--- src/rtl/gpu_trace_renderer_pkg.sv ---
// Shared colour constants, default layout values and pipeline flag bundle
// for the N-channel scope trace renderer.
package gpu_trace_renderer_pkg;

  localparam logic [11:0] COLOUR_WHITE = 12'hFFF;
  localparam logic [11:0] COLOUR_TRIG  = 12'h770;
  localparam logic [11:0] COLOUR_FRAME = 12'h444;
  localparam logic [11:0] COLOUR_GRID  = 12'h222;
  localparam logic [11:0] COLOUR_BLACK = 12'h000;

  localparam int DEF_PLOT_X0    = 200;
  localparam int DEF_PLOT_X1    = 700;
  localparam int DEF_PLOT_Y0    = 50;
  localparam int DEF_PLOT_Y1    = 550;
  localparam int DEF_MID_ROW    = 300;
  localparam int DEF_TRIG_X_OFS = 193;
  localparam int DEF_TRIG_ROWS  = 100;

  typedef struct packed {
    logic on_screen;
    logic on_text;
    logic on_frame;
    logic on_grid;
    logic trig;
  } pix_flags_t;

  localparam pix_flags_t FLAGS_IDLE = 5'b00000;

  // Anti-alias halo colour: each RGB nibble halved.
  function automatic logic [11:0] half_colour(input logic [11:0] c);
    return {1'b0, c[11:9], 1'b0, c[7:5], 1'b0, c[3:1]};
  endfunction

endpackage

--- src/rtl/gpu_trace_renderer_hit.sv ---
// Per-channel trace rasteriser: clamps the sample row, tracks the previous
// column's row and registers the hit / anti-alias flags for the current pixel.
module gpu_trace_hit
  import gpu_trace_renderer_pkg::*;
#(
  parameter int SAMPLE_W = 9,
  parameter int ROW_W    = 10,
  parameter int PLOT_Y0  = DEF_PLOT_Y0,
  parameter int PLOT_Y1  = DEF_PLOT_Y1,
  parameter int MID_ROW  = DEF_MID_ROW
) (
  input  logic                vga_clk,
  input  logic                rst_n,
  input  logic [SAMPLE_W-1:0] sample,
  input  logic [ROW_W-1:0]    row,
  input  logic                in_plot,
  input  logic                first_col,
  input  logic                enable,
  input  logic                plot_vectors,
  input  logic                aa_enable,
  output logic                hit,
  output logic                aa
);

  localparam int YW = ROW_W + 2;
  localparam logic signed [YW-1:0] MID_S = YW'(MID_ROW);
  localparam logic signed [YW-1:0] Y0_S  = YW'(PLOT_Y0);
  localparam logic signed [YW-1:0] Y1_S  = YW'(PLOT_Y1);
  localparam logic [ROW_W-1:0]     Y0_U  = ROW_W'(PLOT_Y0);
  localparam logic [ROW_W-1:0]     Y1_U  = ROW_W'(PLOT_Y1);
  localparam logic [ROW_W:0]       ONE_X = {{ROW_W{1'b0}}, 1'b1};

  logic signed [YW-1:0] y_full_s;
  logic [ROW_W-1:0]     y_s;
  logic [ROW_W-1:0]     ref_y_s;
  logic [ROW_W-1:0]     lo_s;
  logic [ROW_W-1:0]     hi_s;
  logic                 in_range_s;
  logic                 edge_s;
  logic                 hit_s;
  logic                 aa_s;
  logic [ROW_W-1:0]     prev_y_r;
  logic                 prev_valid_r;
  logic                 hit_r;
  logic                 aa_r;

  // Clamp the sample row and derive the vertical span drawn in this column.
  always_comb begin
    y_full_s = MID_S - $signed({{(YW-SAMPLE_W){sample[SAMPLE_W-1]}}, sample});
    if (y_full_s < Y0_S) begin
      y_s = Y0_U;
    end else if (y_full_s > Y1_S) begin
      y_s = Y1_U;
    end else begin
      y_s = y_full_s[ROW_W-1:0];
    end

    // A new line (or a fresh reset) never connects to a stale previous row.
    if (first_col || !prev_valid_r) begin
      ref_y_s = y_s;
    end else begin
      ref_y_s = prev_y_r;
    end

    if (!plot_vectors) begin
      lo_s = y_s;
      hi_s = y_s;
    end else if (y_s < ref_y_s) begin
      lo_s = y_s;
      hi_s = ref_y_s;
    end else begin
      lo_s = ref_y_s;
      hi_s = y_s;
    end

    in_range_s = (row >= lo_s) && (row <= hi_s);
    edge_s     = ({1'b0, row} == ({1'b0, lo_s} - ONE_X)) ||
                 ({1'b0, row} == ({1'b0, hi_s} + ONE_X));
    hit_s      = enable && in_plot && in_range_s;
    aa_s       = enable && aa_enable && in_plot && !in_range_s && edge_s;
  end

  // Previous-row tracker and registered per-pixel flags.
  always_ff @(posedge vga_clk or negedge rst_n) begin
    if (!rst_n) begin
      prev_y_r     <= {ROW_W{1'b0}};
      prev_valid_r <= 1'b0;
      hit_r        <= 1'b0;
      aa_r         <= 1'b0;
    end else begin
      hit_r <= hit_s;
      aa_r  <= aa_s;
      if (in_plot) begin
        prev_y_r     <= y_s;
        prev_valid_r <= 1'b1;
      end else begin
        prev_y_r     <= prev_y_r;
        prev_valid_r <= prev_valid_r;
      end
    end
  end

  assign hit = hit_r;
  assign aa  = aa_r;

endmodule

--- src/rtl/gpu_trace_renderer.sv ---
// N-channel scope trace renderer: issues display-memory reads, rasterises each
// channel and composites text/trace/trigger/frame/grid layers with latency 4.
module gpu_trace_renderer
  import gpu_trace_renderer_pkg::*;
#(
  parameter int N_CH       = 2,
  parameter int SAMPLE_W   = 9,
  parameter int ROW_W      = 10,
  parameter int COL_W      = 11,
  parameter int ADDR_W     = 9,
  parameter int PLOT_X0    = DEF_PLOT_X0,
  parameter int PLOT_X1    = DEF_PLOT_X1,
  parameter int PLOT_Y0    = DEF_PLOT_Y0,
  parameter int PLOT_Y1    = DEF_PLOT_Y1,
  parameter int MID_ROW    = DEF_MID_ROW,
  parameter int TRIG_X_OFS = DEF_TRIG_X_OFS,
  parameter int TRIG_ROWS  = DEF_TRIG_ROWS,
  parameter logic [N_CH*12-1:0] CH_COLOUR = {12'h0F0, 12'hFF0}
) (
  input  logic                     vga_clk,
  input  logic                     rst_n,
  input  logic                     on_screen_flag,
  input  logic [ROW_W-1:0]         row,
  input  logic [COL_W-1:0]         col,
  input  logic                     on_text,
  input  logic                     on_frame,
  input  logic                     on_grid,
  input  logic [N_CH*SAMPLE_W-1:0] ch_disp_sig,
  input  logic [N_CH-1:0]          ch_enable,
  input  logic                     plot_vectors,
  input  logic                     aa_enable,
  input  logic [8:0]               trig_time,
  output logic [ADDR_W-1:0]        displ_mem_rd_addr,
  output logic [3:0]               R,
  output logic [3:0]               G,
  output logic [3:0]               B
);

  localparam logic [COL_W-1:0] X0_C     = COL_W'(PLOT_X0);
  localparam logic [COL_W-1:0] X1_C     = COL_W'(PLOT_X1);
  localparam logic [COL_W-1:0] TOFS_C   = COL_W'(TRIG_X_OFS);
  localparam logic [ROW_W-1:0] TROWS_C  = ROW_W'(TRIG_ROWS);

  logic                 in_plot_s;
  logic                 first_s;
  logic [COL_W-1:0]     trig_col_s;
  logic [ADDR_W-1:0]    rd_addr_s;
  pix_flags_t           flags_s;
  logic [N_CH-1:0]      ch_hit_s;
  logic [N_CH-1:0]      ch_aa_s;
  logic                 found_s;
  logic [11:0]          rgb_s;

  logic [ADDR_W-1:0]    rd_addr_r;
  pix_flags_t           flags_d1_r;
  pix_flags_t           flags_d2_r;
  pix_flags_t           flags_d3_r;
  logic [ROW_W-1:0]     row_d1_r;
  logic [ROW_W-1:0]     row_d2_r;
  logic                 in_plot_d1_r;
  logic                 in_plot_d2_r;
  logic                 first_d1_r;
  logic                 first_d2_r;
  logic [11:0]          rgb_r;

  // Raster-position decode feeding the address and the delay lines.
  always_comb begin
    in_plot_s  = (col >= X0_C) && (col < X1_C);
    first_s    = (col == X0_C);
    trig_col_s = COL_W'(trig_time) + TOFS_C;
    if (in_plot_s) begin
      rd_addr_s = ADDR_W'(col - X0_C);
    end else begin
      rd_addr_s = {ADDR_W{1'b0}};
    end
    flags_s.on_screen = on_screen_flag;
    flags_s.on_text   = on_text;
    flags_s.on_frame  = on_frame;
    flags_s.on_grid   = on_grid;
    flags_s.trig      = (col == trig_col_s) && (row < TROWS_C);
  end

  // Read address plus delay lines that keep raster data aligned with memory data.
  always_ff @(posedge vga_clk or negedge rst_n) begin
    if (!rst_n) begin
      rd_addr_r    <= {ADDR_W{1'b0}};
      flags_d1_r   <= FLAGS_IDLE;
      flags_d2_r   <= FLAGS_IDLE;
      flags_d3_r   <= FLAGS_IDLE;
      row_d1_r     <= {ROW_W{1'b0}};
      row_d2_r     <= {ROW_W{1'b0}};
      in_plot_d1_r <= 1'b0;
      in_plot_d2_r <= 1'b0;
      first_d1_r   <= 1'b0;
      first_d2_r   <= 1'b0;
    end else begin
      rd_addr_r    <= rd_addr_s;
      flags_d1_r   <= flags_s;
      flags_d2_r   <= flags_d1_r;
      flags_d3_r   <= flags_d2_r;
      row_d1_r     <= row;
      row_d2_r     <= row_d1_r;
      in_plot_d1_r <= in_plot_s;
      in_plot_d2_r <= in_plot_d1_r;
      first_d1_r   <= first_s;
      first_d2_r   <= first_d1_r;
    end
  end

  for (genvar g = 0; g < N_CH; g++) begin : g_ch
    gpu_trace_hit #(
      .SAMPLE_W (SAMPLE_W),
      .ROW_W    (ROW_W),
      .PLOT_Y0  (PLOT_Y0),
      .PLOT_Y1  (PLOT_Y1),
      .MID_ROW  (MID_ROW)
    ) u_hit (
      .vga_clk      (vga_clk),
      .rst_n        (rst_n),
      .sample       (ch_disp_sig[g*SAMPLE_W +: SAMPLE_W]),
      .row          (row_d2_r),
      .in_plot      (in_plot_d2_r),
      .first_col    (first_d2_r),
      .enable       (ch_enable[g]),
      .plot_vectors (plot_vectors),
      .aa_enable    (aa_enable),
      .hit          (ch_hit_s[g]),
      .aa           (ch_aa_s[g])
    );
  end

  // Layer compositor: lower channel index wins among traces.
  always_comb begin
    rgb_s   = COLOUR_BLACK;
    found_s = 1'b0;
    if (!flags_d3_r.on_screen) begin
      rgb_s = COLOUR_BLACK;
    end else if (flags_d3_r.on_text) begin
      rgb_s = COLOUR_WHITE;
    end else begin
      for (int i = 0; i < N_CH; i++) begin
        if (!found_s && ch_hit_s[i]) begin
          rgb_s   = CH_COLOUR[i*12 +: 12];
          found_s = 1'b1;
        end else if (!found_s && ch_aa_s[i]) begin
          rgb_s   = half_colour(CH_COLOUR[i*12 +: 12]);
          found_s = 1'b1;
        end else begin
          found_s = found_s;
        end
      end
      if (found_s) begin
        rgb_s = rgb_s;
      end else if (flags_d3_r.trig) begin
        rgb_s = COLOUR_TRIG;
      end else if (flags_d3_r.on_frame) begin
        rgb_s = COLOUR_FRAME;
      end else if (flags_d3_r.on_grid) begin
        rgb_s = COLOUR_GRID;
      end else begin
        rgb_s = COLOUR_BLACK;
      end
    end
  end

  // Registered pixel colour.
  always_ff @(posedge vga_clk or negedge rst_n) begin
    if (!rst_n) begin
      rgb_r <= COLOUR_BLACK;
    end else begin
      rgb_r <= rgb_s;
    end
  end

  assign displ_mem_rd_addr = rd_addr_r;
  assign R = rgb_r[11:8];
  assign G = rgb_r[7:4];
  assign B = rgb_r[3:0];

endmodule

--- config.mk ---
export PLATFORM = sky130hd
export DESIGN_NAME = gpu_trace_renderer
export DESIGN_NICKNAME = d
export VERILOG_FILES = /design/src/rtl/gpu_trace_renderer_pkg.sv /design/src/rtl/gpu_trace_renderer_hit.sv /design/src/rtl/gpu_trace_renderer.sv
export SDC_FILE = /design/constraint.sdc
export NUM_CORES = 1
export LEC_CHECK = 0
export CAP_MARGIN = 15
export CORE_MARGIN = 5
export CORE_UTILIZATION = 63
export DETAILED_ROUTE_END_ITERATION = 7
export HOLD_SLACK_MARGIN = 0.02
export PLACE_DENSITY_LB_ADDON = 0.05
export SLEW_MARGIN = 0
export SYNTH_ARGS = -nofsm -noshare
export SYNTH_HDL_FRONTEND = slang
export SYNTH_SLANG_ARGS = --single-unit
export TNS_END_PERCENT = 1
--- constraint.sdc ---
create_clock -name vga_clk -period 8.15 [get_ports vga_clk]
set_clock_uncertainty 0.2 [all_clocks]
set_input_delay 2.0375 -clock vga_clk [delete_from_list [all_inputs] [get_ports vga_clk]]
set_output_delay 2.0375 -clock vga_clk [all_outputs]
set_load 0.03 [all_outputs]
==> flow_summary.ini <==
[worst_hold_path]
hp-class = reg -> reg
hold_start = row_d1_r[2]

[yosys]
yosysSeqAreaShare_pct = 27.3
yosysTopAreaCellShare_pct = 27.3
synthArstFlopShare_pct = 100
ys_types = 93
synth-edff-count = 0
ys_ff_latch = 84
avgSynthCellArea_sq_um = 8.79
ys.flop_type = dfrtp_1
syn_nets = 1001
yosysTopAreaCell = dfrtp_1
yosys_warnings = 0
synth_area_sq_mm = 0.00769
syn_inst = 875
ys_top_cells_by_area = dfrtp_1, ha_1, xnor2_1

[clock_tree]
cts_tree = built
cts_root_buf = clkbuf_16
h-tree-depth = 3
holdBufCountCts = 0
clock_latency_ps = 370
clk_path_buf_depth = 2
cts.sinks = 84
worst_setup_hold_path_clk_slew_ps = 70
cts_made_buffers = 9

[floorplanning]
fp.dieH_um = 121
start_util_pct = 64.0
ios = 79
die_w_um = 121
design.core.area_sq_mm = 0.0120
dieArea_sq_mm = 0.0145
row_count = 40

[worst_setup_path]
cp_slowest_stage_delay_ps = 810
cpMaxStageDelayCell = o211ai_1
cp.required_ps = 8180
end_kind = register
rr_startpoint = g_ch[0].u_hit.prev_valid_r
critPathKind = in -> reg
cp_max_fo = 6
startpoint_type = input port
cp.arrival_ps = 9570
critPathLaunch = ch_disp_sig[1]

[place]
placed_area_sq_mm = 0.00970
port_buffers = 78
dpl.hpwl_um = 18700
gp_congestion = 1.02

[job]
max_cap_viol_count = 0

[drt]
drtPass1Iterations = 8
postRouteAntennaNets = 0
drt_iter0_markers = 1929
drt-vias-per-instance = 7.52
vias = 9667
post-route-drc-count = 0
routed_wl_um = 36800
avgRoutedWirePerCell_um = 28.6

[outcome]
violations = negative setup slack
status = complete, but fails checks

[global_routing]
grt_first_pass_wirelength_um = 44600
grt.overflow.total = 0
grt.total_usage_pct = 38.6
top_usage_layer = met2
grt_pass1_vias = 8726
grt.met3_usage_pct = 9.03
grt_use_met1_pct = 44.4
grt_max_degree = 85
antenna_found_initial = 3
use_met2_pct = 63.7

[power_and_ir_drop]
peakVddDrop_v = 0.000166
finalPower_mw = 2.38
cellPowerDensity_mw_per_mm2 = 214
p_leak_nw = 5.04

[timing]
finalCritPeriodShare_pct = 117
maxSlewViolCount = 0
timing.hold.ws_ps = 145
hold_viol = 0
worst_pin_slew_ps = 1260
max_freq_mhz = 105
setup_tns_ps = -2700
setup_viol = 3
post-route-min-period_ps = 9530
fin_ws_ps = -1380
max_slew_margin_pct = 15.2

[finish]
final_common_cell = buf_4
area_growth_pct = 44.7
fin_area_sq_mm = 0.0111
final_cell_mix = buf_4, dfrtp_1, clkdlybuf4s50_1, nand2_1, ha_1
nets = 1258
drive_above_1_share_pct = 32.6
[cell usage after synthesis, types with 11 or more instances]
cell,n
nor2_1,59
nor3_1,32
o21ai_0,35
dfrtp_1,84
mux2_2,24
xnor2_1,38
mux2i_1,32
xor2_1,28
a21oi_1,46
ha_1,68
nand4_1,15
inv_1,46
nand2b_1,11
o211ai_1,13
nand3_1,20
a21o_1,22
nor2b_1,11
or3_1,13
clkbuf_1,19
nand2_1,62
[cells by family (layout without fill, tap and decap cells)]
| kind of cell | Yosys count | in the layout | synth area share, % |
|---|---|---|---|
| DFF | 84 | 84 | 27.3 |
| and+or+nand+nor | 292 | 293 | 20.1 |
| xor gates and xnor gates | 66 | 66 | 7.51 |
| AOI/OAI and AO/OA | 223 | 223 | 21.2 |
| adders and majority gates | 68 | 68 | 11.1 |
| buffers and inverters | 83 | 344 | 4.49 |
| other | 0 | 1 | 0 |
| muxes | 59 | 59 | 8.34 |
[stage by stage]
stage                     utilization [%]  worst slack, ps  instances
final                                92.7            -1380       1285
after floorplan                         -             19.8        875
after global placement               80.7             -304       1224
after detailed placement             80.7             -684       1224
after global routing                 92.7            -1420       1285
after CTS                            86.4            0.938       1259
[flip-flops by register name, indices dropped and copies added (netlist names)]
register                 flops
flags_d2_r                   5
first_d2_r                   1
flags_d3_r                   5
row_d1_r                    10
in_plot_d1_r                 1
g_ch.u_hit.aa                2
in_plot_d2_r                 1
flags_d1_r                   5
first_d1_r                   1
g_ch.u_hit.prev_y_r         20
g_ch.u_hit.hit               2
row_d2_r                    10
rgb_r                       11
g_ch.u_hit.prev_valid_r      1
displ_mem_rd_addr            9
[worst paths after layout]
check,end,slack (ps),cells past startpoint
setup / recovery,g_ch[0].u_hit.aa,-1380,32
hold / removal,row_d2_r[2],150,0
setup reg to reg,g_ch[0].u_hit.aa,1180,26
hold reg to reg,row_d2_r[2],150,0
max in group asynchronous,displ_mem_rd_addr[0],5680,2
min in group asynchronous,g_ch[0].u_hit.prev_y_r[9],1430,1
[report_power, final]
part	internal (mW)	switching (mW)	total [mW]
registers	0.453	0.0535	0.507
logic	0.618	0.787	1.41
clock network	0.274	0.197	0.471
total	1.35	1.04	2.38
[worst max-delay path: cells and delay by family]
| kind | cells | cell delay [ps] |
|---|---|---|
| compound gates | 14 | 3740 |
| simple gates | 9 | 1750 |
| buf+inv | 5 | 1020 |
| fa+ha+maj | 3 | 760 |
| mux | 1 | 230 |
[what timing repair did]
| action | 4_1_cts | 5_1_grt |
|---|---|---|
| setup buffers | 19 | 25 |
| resized for setup | 45 | 101 |
| cloned | 0 | 1 |
| setup endpoints to repair | 2 | 4 |
| pin swaps | 24 | 60 |
| hold endpoints to repair | 0 | 0 |
[layer usage]
| metal | wire length [um] | vias up |
|---|---|---|
| li1 | - | 3753 |
| met1 | 11400 | 4358 |
| met2 | 14900 | 1059 |
| met3 | 5720 | 491 |
| met4 | 4550 | 6 |
| met5 | 164 | - |
[final cells by class]
cell class / instances / area [sq um]
Multi-Input combinational cell: 709 / 5940
Clock inverter: 7 / 105
Clock buffer: 9 / 225
Sequential cell: 84 / 2100
Fill cell: 426 / 877
Antenna cell: 1 / 2.50
Timing Repair Buffer: 280 / 2390
Tap cell: 147 / 184
Inverter: 48 / 183
Power figures use the tool's default switching activity.
